==> src/rtl/fft_pkg.sv <==
// rtl/fft_pkg.sv - shared constants, state type and helpers for the 8-point FFT
package fft_pkg;

   localparam int FFT_N    = 8;
   localparam int FFT_W    = 9;
   localparam int FFT_LOGN = 3;
   localparam int KW       = 2;

   typedef enum logic [1:0] {LOAD, CALC, WAIT, OUT} fft_state_e;

   typedef logic [KW-1:0] twiddle_idx_t;

   function automatic logic [FFT_LOGN-1:0] bitrev3(input logic [FFT_LOGN-1:0] a);
      return {a[0], a[1], a[2]};
   endfunction

endpackage

==> src/rtl/butterfly_unit.sv <==
// rtl/butterfly_unit.sv - radix-2 DIT butterfly with W8^k twiddle, halved and registered outputs
module butterfly_unit
   import fft_pkg::*;
#(
   parameter int W = FFT_W
)
(
   input  logic         clk,
   input  logic         rst,
   input  twiddle_idx_t k,
   input  logic [W-1:0] x0_re,
   input  logic [W-1:0] x0_im,
   input  logic [W-1:0] x1_re,
   input  logic [W-1:0] x1_im,
   output logic [W-1:0] a0_re,
   output logic [W-1:0] a0_im,
   output logic [W-1:0] a1_re,
   output logic [W-1:0] a1_im
);

   localparam int PW = 32;
   // cos(pi/4) in Q8; products are truncated toward -inf by the arithmetic shift
   localparam logic signed [PW-1:0] C45 = 32'sd181;

   logic signed [PW-1:0] x0r, x0i, x1r, x1i, tr, ti;
   logic [W-1:0] a0_re_d, a0_im_d, a1_re_d, a1_im_d;
   logic [W-1:0] a0_re_q, a0_im_q, a1_re_q, a1_im_q;

   function automatic logic signed [PW-1:0] sext(input logic [W-1:0] v);
      return {{(PW-W){v[W-1]}}, v};
   endfunction

   always_comb begin
      x0r = sext(x0_re);
      x0i = sext(x0_im);
      x1r = sext(x1_re);
      x1i = sext(x1_im);
      tr  = x1r;
      ti  = x1i;
      case (k)
         2'd1: begin
            tr = (C45 * (x1r + x1i)) >>> 8;
            ti = (C45 * (x1i - x1r)) >>> 8;
         end
         2'd2: begin
            tr = x1i;
            ti = -x1r;
         end
         2'd3: begin
            tr = (C45 * (x1i - x1r)) >>> 8;
            ti = (C45 * (-x1r - x1i)) >>> 8;
         end
         default: ;
      endcase
      // Halving keeps the 3-stage transform inside W bits; overflow simply wraps
      a0_re_d = W'((x0r + tr) >>> 1);
      a0_im_d = W'((x0i + ti) >>> 1);
      a1_re_d = W'((x0r - tr) >>> 1);
      a1_im_d = W'((x0i - ti) >>> 1);
   end

   always_ff @(posedge clk) begin
      if (rst) begin
         a0_re_q <= '0;
         a0_im_q <= '0;
         a1_re_q <= '0;
         a1_im_q <= '0;
      end else begin
         a0_re_q <= a0_re_d;
         a0_im_q <= a0_im_d;
         a1_re_q <= a1_re_d;
         a1_im_q <= a1_im_d;
      end
   end

   assign a0_re = a0_re_q;
   assign a0_im = a0_im_q;
   assign a1_re = a1_re_q;
   assign a1_im = a1_im_q;

endmodule

==> src/rtl/fft8_controller.sv <==
// rtl/fft8_controller.sv - load/compute/unload sequencer and in-place memory for an 8-point FFT
module fft8_controller
   import fft_pkg::*;
#(
   parameter int N = FFT_N,
   parameter int W = FFT_W
)
(
   input  logic         clk,
   input  logic         rst,
   input  logic         in_valid,
   output logic         in_ready,
   input  logic [W-1:0] in_re,
   input  logic [W-1:0] in_im,
   output logic         out_valid,
   input  logic         out_ready,
   output logic [W-1:0] out_re,
   output logic [W-1:0] out_im,
   output logic         busy
);

   localparam int AW = FFT_LOGN;

   fft_state_e   state_q, state_d;
   logic [AW-1:0] n_q, n_d, m_q, m_d;
   logic [1:0]    s_q, s_d, b_q, b_d;
   logic          wb_q, wb_d;
   logic [AW-1:0] top_q, top_d, bot_q, bot_d;
   logic [AW-1:0] top_a, bot_a;
   twiddle_idx_t  k;
   logic          in_xfer, out_xfer;

   logic [W-1:0] mem_re_q [N];
   logic [W-1:0] mem_im_q [N];
   logic [W-1:0] mem_re_d [N];
   logic [W-1:0] mem_im_d [N];

   logic [W-1:0] a0_re, a0_im, a1_re, a1_im;

   assign in_xfer  = (state_q == LOAD) && in_valid;
   assign out_xfer = (state_q == OUT) && out_ready;

   // Stage s pairs addresses that differ in bit s; j (the low s bits of b) selects the twiddle
   always_comb begin
      top_a = '0;
      bot_a = '0;
      k     = '0;
      case (s_q)
         2'd0: begin
            top_a = {b_q, 1'b0};
            bot_a = {b_q, 1'b1};
            k     = 2'd0;
         end
         2'd1: begin
            top_a = {b_q[1], 1'b0, b_q[0]};
            bot_a = {b_q[1], 1'b1, b_q[0]};
            k     = {b_q[0], 1'b0};
         end
         default: begin
            top_a = {1'b0, b_q};
            bot_a = {1'b1, b_q};
            k     = b_q;
         end
      endcase
   end

   butterfly_unit #(.W(W)) u_bfly (
      .clk   (clk),
      .rst   (rst),
      .k     (k),
      .x0_re (mem_re_q[top_a]),
      .x0_im (mem_im_q[top_a]),
      .x1_re (mem_re_q[bot_a]),
      .x1_im (mem_im_q[bot_a]),
      .a0_re (a0_re),
      .a0_im (a0_im),
      .a1_re (a1_re),
      .a1_im (a1_im)
   );

   always_ff @(posedge clk) begin
      if (rst) begin
         state_q <= LOAD;
         n_q     <= '0;
         m_q     <= '0;
         s_q     <= '0;
         b_q     <= '0;
         wb_q    <= 1'b0;
         top_q   <= '0;
         bot_q   <= '0;
      end else begin
         state_q <= state_d;
         n_q     <= n_d;
         m_q     <= m_d;
         s_q     <= s_d;
         b_q     <= b_d;
         wb_q    <= wb_d;
         top_q   <= top_d;
         bot_q   <= bot_d;
      end
   end

   always_comb begin
      state_d = state_q;
      n_d     = n_q;
      m_d     = m_q;
      s_d     = s_q;
      b_d     = b_q;
      wb_d    = (state_q == CALC);
      top_d   = top_a;
      bot_d   = bot_a;
      case (state_q)
         LOAD: begin
            if (in_xfer) begin
               n_d = n_q + 3'd1;
               if (n_q == 3'd7) state_d = CALC;
            end
         end
         CALC: begin
            b_d = b_q + 2'd1;
            if (b_q == 2'd3) state_d = WAIT;
         end
         WAIT: begin
            if (s_q == 2'd2) begin
               s_d     = 2'd0;
               state_d = OUT;
            end else begin
               s_d     = s_q + 2'd1;
               state_d = CALC;
            end
         end
         default: begin
            if (out_xfer) begin
               m_d = m_q + 3'd1;
               if (m_q == 3'd7) state_d = LOAD;
            end
         end
      endcase
   end

   // Memory has no reset: a fresh frame overwrites every word before it is read
   always_comb begin
      mem_re_d = mem_re_q;
      mem_im_d = mem_im_q;
      if (in_xfer) begin
         mem_re_d[bitrev3(n_q)] = in_re;
         mem_im_d[bitrev3(n_q)] = in_im;
      end
      if (wb_q) begin
         mem_re_d[top_q] = a0_re;
         mem_im_d[top_q] = a0_im;
         mem_re_d[bot_q] = a1_re;
         mem_im_d[bot_q] = a1_im;
      end
   end

   always_ff @(posedge clk) begin
      mem_re_q <= mem_re_d;
      mem_im_q <= mem_im_d;
   end

   always_comb begin
      in_ready  = (state_q == LOAD);
      out_valid = (state_q == OUT);
      busy      = (state_q != LOAD);
      out_re    = out_valid ? mem_re_q[m_q] : '0;
      out_im    = out_valid ? mem_im_q[m_q] : '0;
   end

endmodule
==> config.mk <==
export PLATFORM = sky130hd
export DESIGN_NAME = fft8_controller
export DESIGN_NICKNAME = d
export VERILOG_FILES = /design/src/rtl/fft_pkg.sv /design/src/rtl/butterfly_unit.sv /design/src/rtl/fft8_controller.sv
export SDC_FILE = /design/constraint.sdc
export NUM_CORES = 1
export LEC_CHECK = 0
export ABC_AREA = 1
export CORE_AREA = 2 2 315 317
export CTS_BUF_LIST = sky130_fd_sc_hd__clkbuf_16
export DETAILED_ROUTE_END_ITERATION = 10
export DIE_AREA = 0 0 317 319
export HOLD_SLACK_MARGIN = 0.06
export PLACE_DENSITY = 0.47
export SYNTH_ARGS = -nofsm -noshare
export SYNTH_HDL_FRONTEND = slang
export SYNTH_SLANG_ARGS = --single-unit
==> constraint.sdc <==
create_clock -name clk -period 18.8 [get_ports clk]
set_input_delay 3.76 -clock clk [delete_from_list [all_inputs] [get_ports clk]]
set_output_delay 3.76 -clock clk [all_outputs]
set_load 0.05 [all_outputs]
==> run_results.csv <==
group,metric,value,unit
yosys,synth_fp_nets,3769,
yosys,yosys.area_share.simple,0.169,
placement,dp_slack,8710,ps
die,die_area,101000,sq um
worst_setup_path,max_stage_delay,760,ps
layout,multi_input_area,15200,sq um
detailed_routing,detail-route-antenna-nets,0,
yosys,synth_top_area_frac,0.179,
placement,place_congestion,0.905,
yosys,ys.flop_type,"dfxtp_1",
worst_setup_path,cp_max_fo,87,
global_routing,grt_max_degree,88,
placement,io_buffers,42,
sta,slew_headroom,0.123,
yosys,syn_area,22300,sq um
clocking,cts_max_level,4,
sta,worst_pin_slew,1300,ps
clocking,cts.sinks,199,
yosys,postSynthCellCount,3445,
global_routing,antenna_found_initial,4,
worst_setup_path,cp-start-kind,"flop",
yosys,ys_seq_elements,199,
yosys,avgSynthCellArea,6.48,sq um
sta,slew_viol_final,0,
detailed_routing,wl_per_cell,21.9,microns
sta,rsz0062_at_grt,"false",
worst_setup_path,crit_buf_inv,10,
detailed_routing,num_vias,24251,
clocking,cts-resized-gates,0,
detailed_routing,drcViolationCount,0,
layout,ff_latch_area,3990,sq um
die,io_pins,43,
yosys,ys_seq_area_frac,0.179,
clocking,clk_pin_slew,80,ps
run_status,status,"finished, final reports clean",
sta,period_minus_slack,10270,ps
clocking,numCtsBuffers,17,
placement,dp_hpwl,69100,microns
worst_setup_path,crit_path_top_delay_cell,"buf_4",
sta,skew,13.5,ps
yosys,synthMuxAreaShare,0.00179,
die,initial_core_util,0.228,
global_routing,grt_pass1_wl,151000,microns
yosys,synth-xor-area-share,0.0177,
clocking,hold_buffers,0,
yosys,synthTopCellsByArea,"dfxtp_1 18%, ha_1 12%, o21ai_0 12%",
yosys,synth_compound_area_frac,0.292,
layout,final_layout_size_suffix_gt1_frac,0.0502,
die,chipHeight,319,microns
sta,layout_setup_ws,8530,ps
sta,hold_viol_final,0,
global_routing,grt_util_all_layers,0.201,
detailed_routing,drtPass1Iterations,6,
clocking,cts_tree,"yes",
global_routing,grt_overflow,0,
die,rows,115,
sta,period_share,0.546,
layout,fillers,10994,
yosys,ys_types,55,
worst_setup_path,required,19240,ps
min_path,hold_path_class,"flop to flop",
layout,final_nets,3715,
clocking,worstSkewPairLatency,520,ps
sta,setup-tns-final,0,ps
clocking,cts_buffer_depth,2,
yosys,synth_area_leader_cell,"dfxtp_1",
global_routing,grt_pass1_vias,22743,
detailed_routing,via_per_inst,5.17,
worst_setup_path,arrival,10720,ps
worst_setup_path,crit_top_cell,"nor2_1",
run,drv_cap,0,
yosys,synth_edf_count,0,
layout,syn_to_final_growth,11.1,%
yosys,synthAdderAreaFrac,0.197,
sta,whs,520,ps
sta,max_freq,97.4,MHz
clocking,clockRootBuffer,"clkbuf_16",
clocking,cts_setup_buffers,0,
detailed_routing,dr.first_iter.drc_count,2356,
detailed_routing,finalWirelength,103000,microns
worst_setup_path,critPathTopFamily,"adder cells",
yosys,synth-async-reset-ratio,0,
worst_setup_path,crit_path_end_kind,"flop",
layout,final_cell_mix,"656 x inv_1, 525 x o21ai_0, 472 x nand2_1, 390 x a21oi_1, 219 x ha_1",
yosys,synth_warnings,0,
die,die_w,317,microns
yosys,synth_top_family_by_area,"compound AO/OA/AOI/OAI gates",
die,core-area,97700,sq um
worst_setup_path,worstSetupPathType,"flop to flop",
sta,setup_viol,0,
layout,final_common_cell,"inv_1",
-- logic make-up after synthesis --
group	Yosys count
AO/OA/AOI/OAI	1165
XOR/XNOR	45
adder cells (fa/ha/maj)	302
flip-flops	199
multiplexers	4
buffers and inverters	836
AND/OR/NAND/NOR	894
-- cell type report --
type,count,share of cell area
tap,1287,0.0649
antenna,1,0.000101
timing repair buffer,100,0.0345
inverter,663,0.100
clock inverter,14,0.00656
sequential,199,0.161
clock buffer,18,0.0182
multi-input combinational,2410,0.614
-- cell usage after synthesis (all sizes together), types with 33 or more instances --
master / instances
a31o: 35
nand3: 193
ha: 219
clkbuf: 146
xor2: 33
a21oi: 394
o211ai: 55
a31oi: 38
nor2: 165
inv: 657
o21ai: 534
fa: 83
nand2: 481
dfxtp: 199
-- tightest hold or removal path: cells and delay by family (launching register included) --
| kind | cells | cell delay [ps] |
|---|---|---|
| compound gates | 2 | 160 |
| flops | 1 | 330 |
-- metrics by stage --
step	std cells	utilization	area [sq um]
after floorplan	3445	-	22300
after global placement	4659	0.248	24200
after detailed placement	4659	0.248	24200
after CTS	4691	0.254	24800
after global routing	4691	0.254	24800
final	4692	0.254	24800
-- path summary, 6_finish.rpt --
check	start	to	slack, ps	depth (start not counted)
setup / recovery	b_q[0]	u_bfly.a0_im[7]	8530	51
hold / removal	mem_im_q[45]	mem_im_q[45]	520	2
setup reg to reg	b_q[0]	u_bfly.a0_im[7]	8530	51
hold reg to reg	mem_im_q[45]	mem_im_q[45]	520	2
-- registers in the layout, indices dropped and copies added, names as in the netlist, 9 cells and up --
signal        flops
u_bfly.a1_re      9
u_bfly.a0_re      9
mem_re_q         72
u_bfly.a1_im      9
u_bfly.a0_im      9
mem_im_q         72
-- layer usage --
metal,wire [microns],track usage,vias up,share of wire
li1,-,-,11330,-
met1,44300,0.270,11428,0.43
met2,44300,0.306,1208,0.43
met3,9220,0.0440,279,0.090
met4,4700,0.0853,6,0.046
met5,120,0.00677,-,0.0012
Power is not shown: default switching activity piles up to over one toggle a cycle in this logic, so the estimate is an artifact.
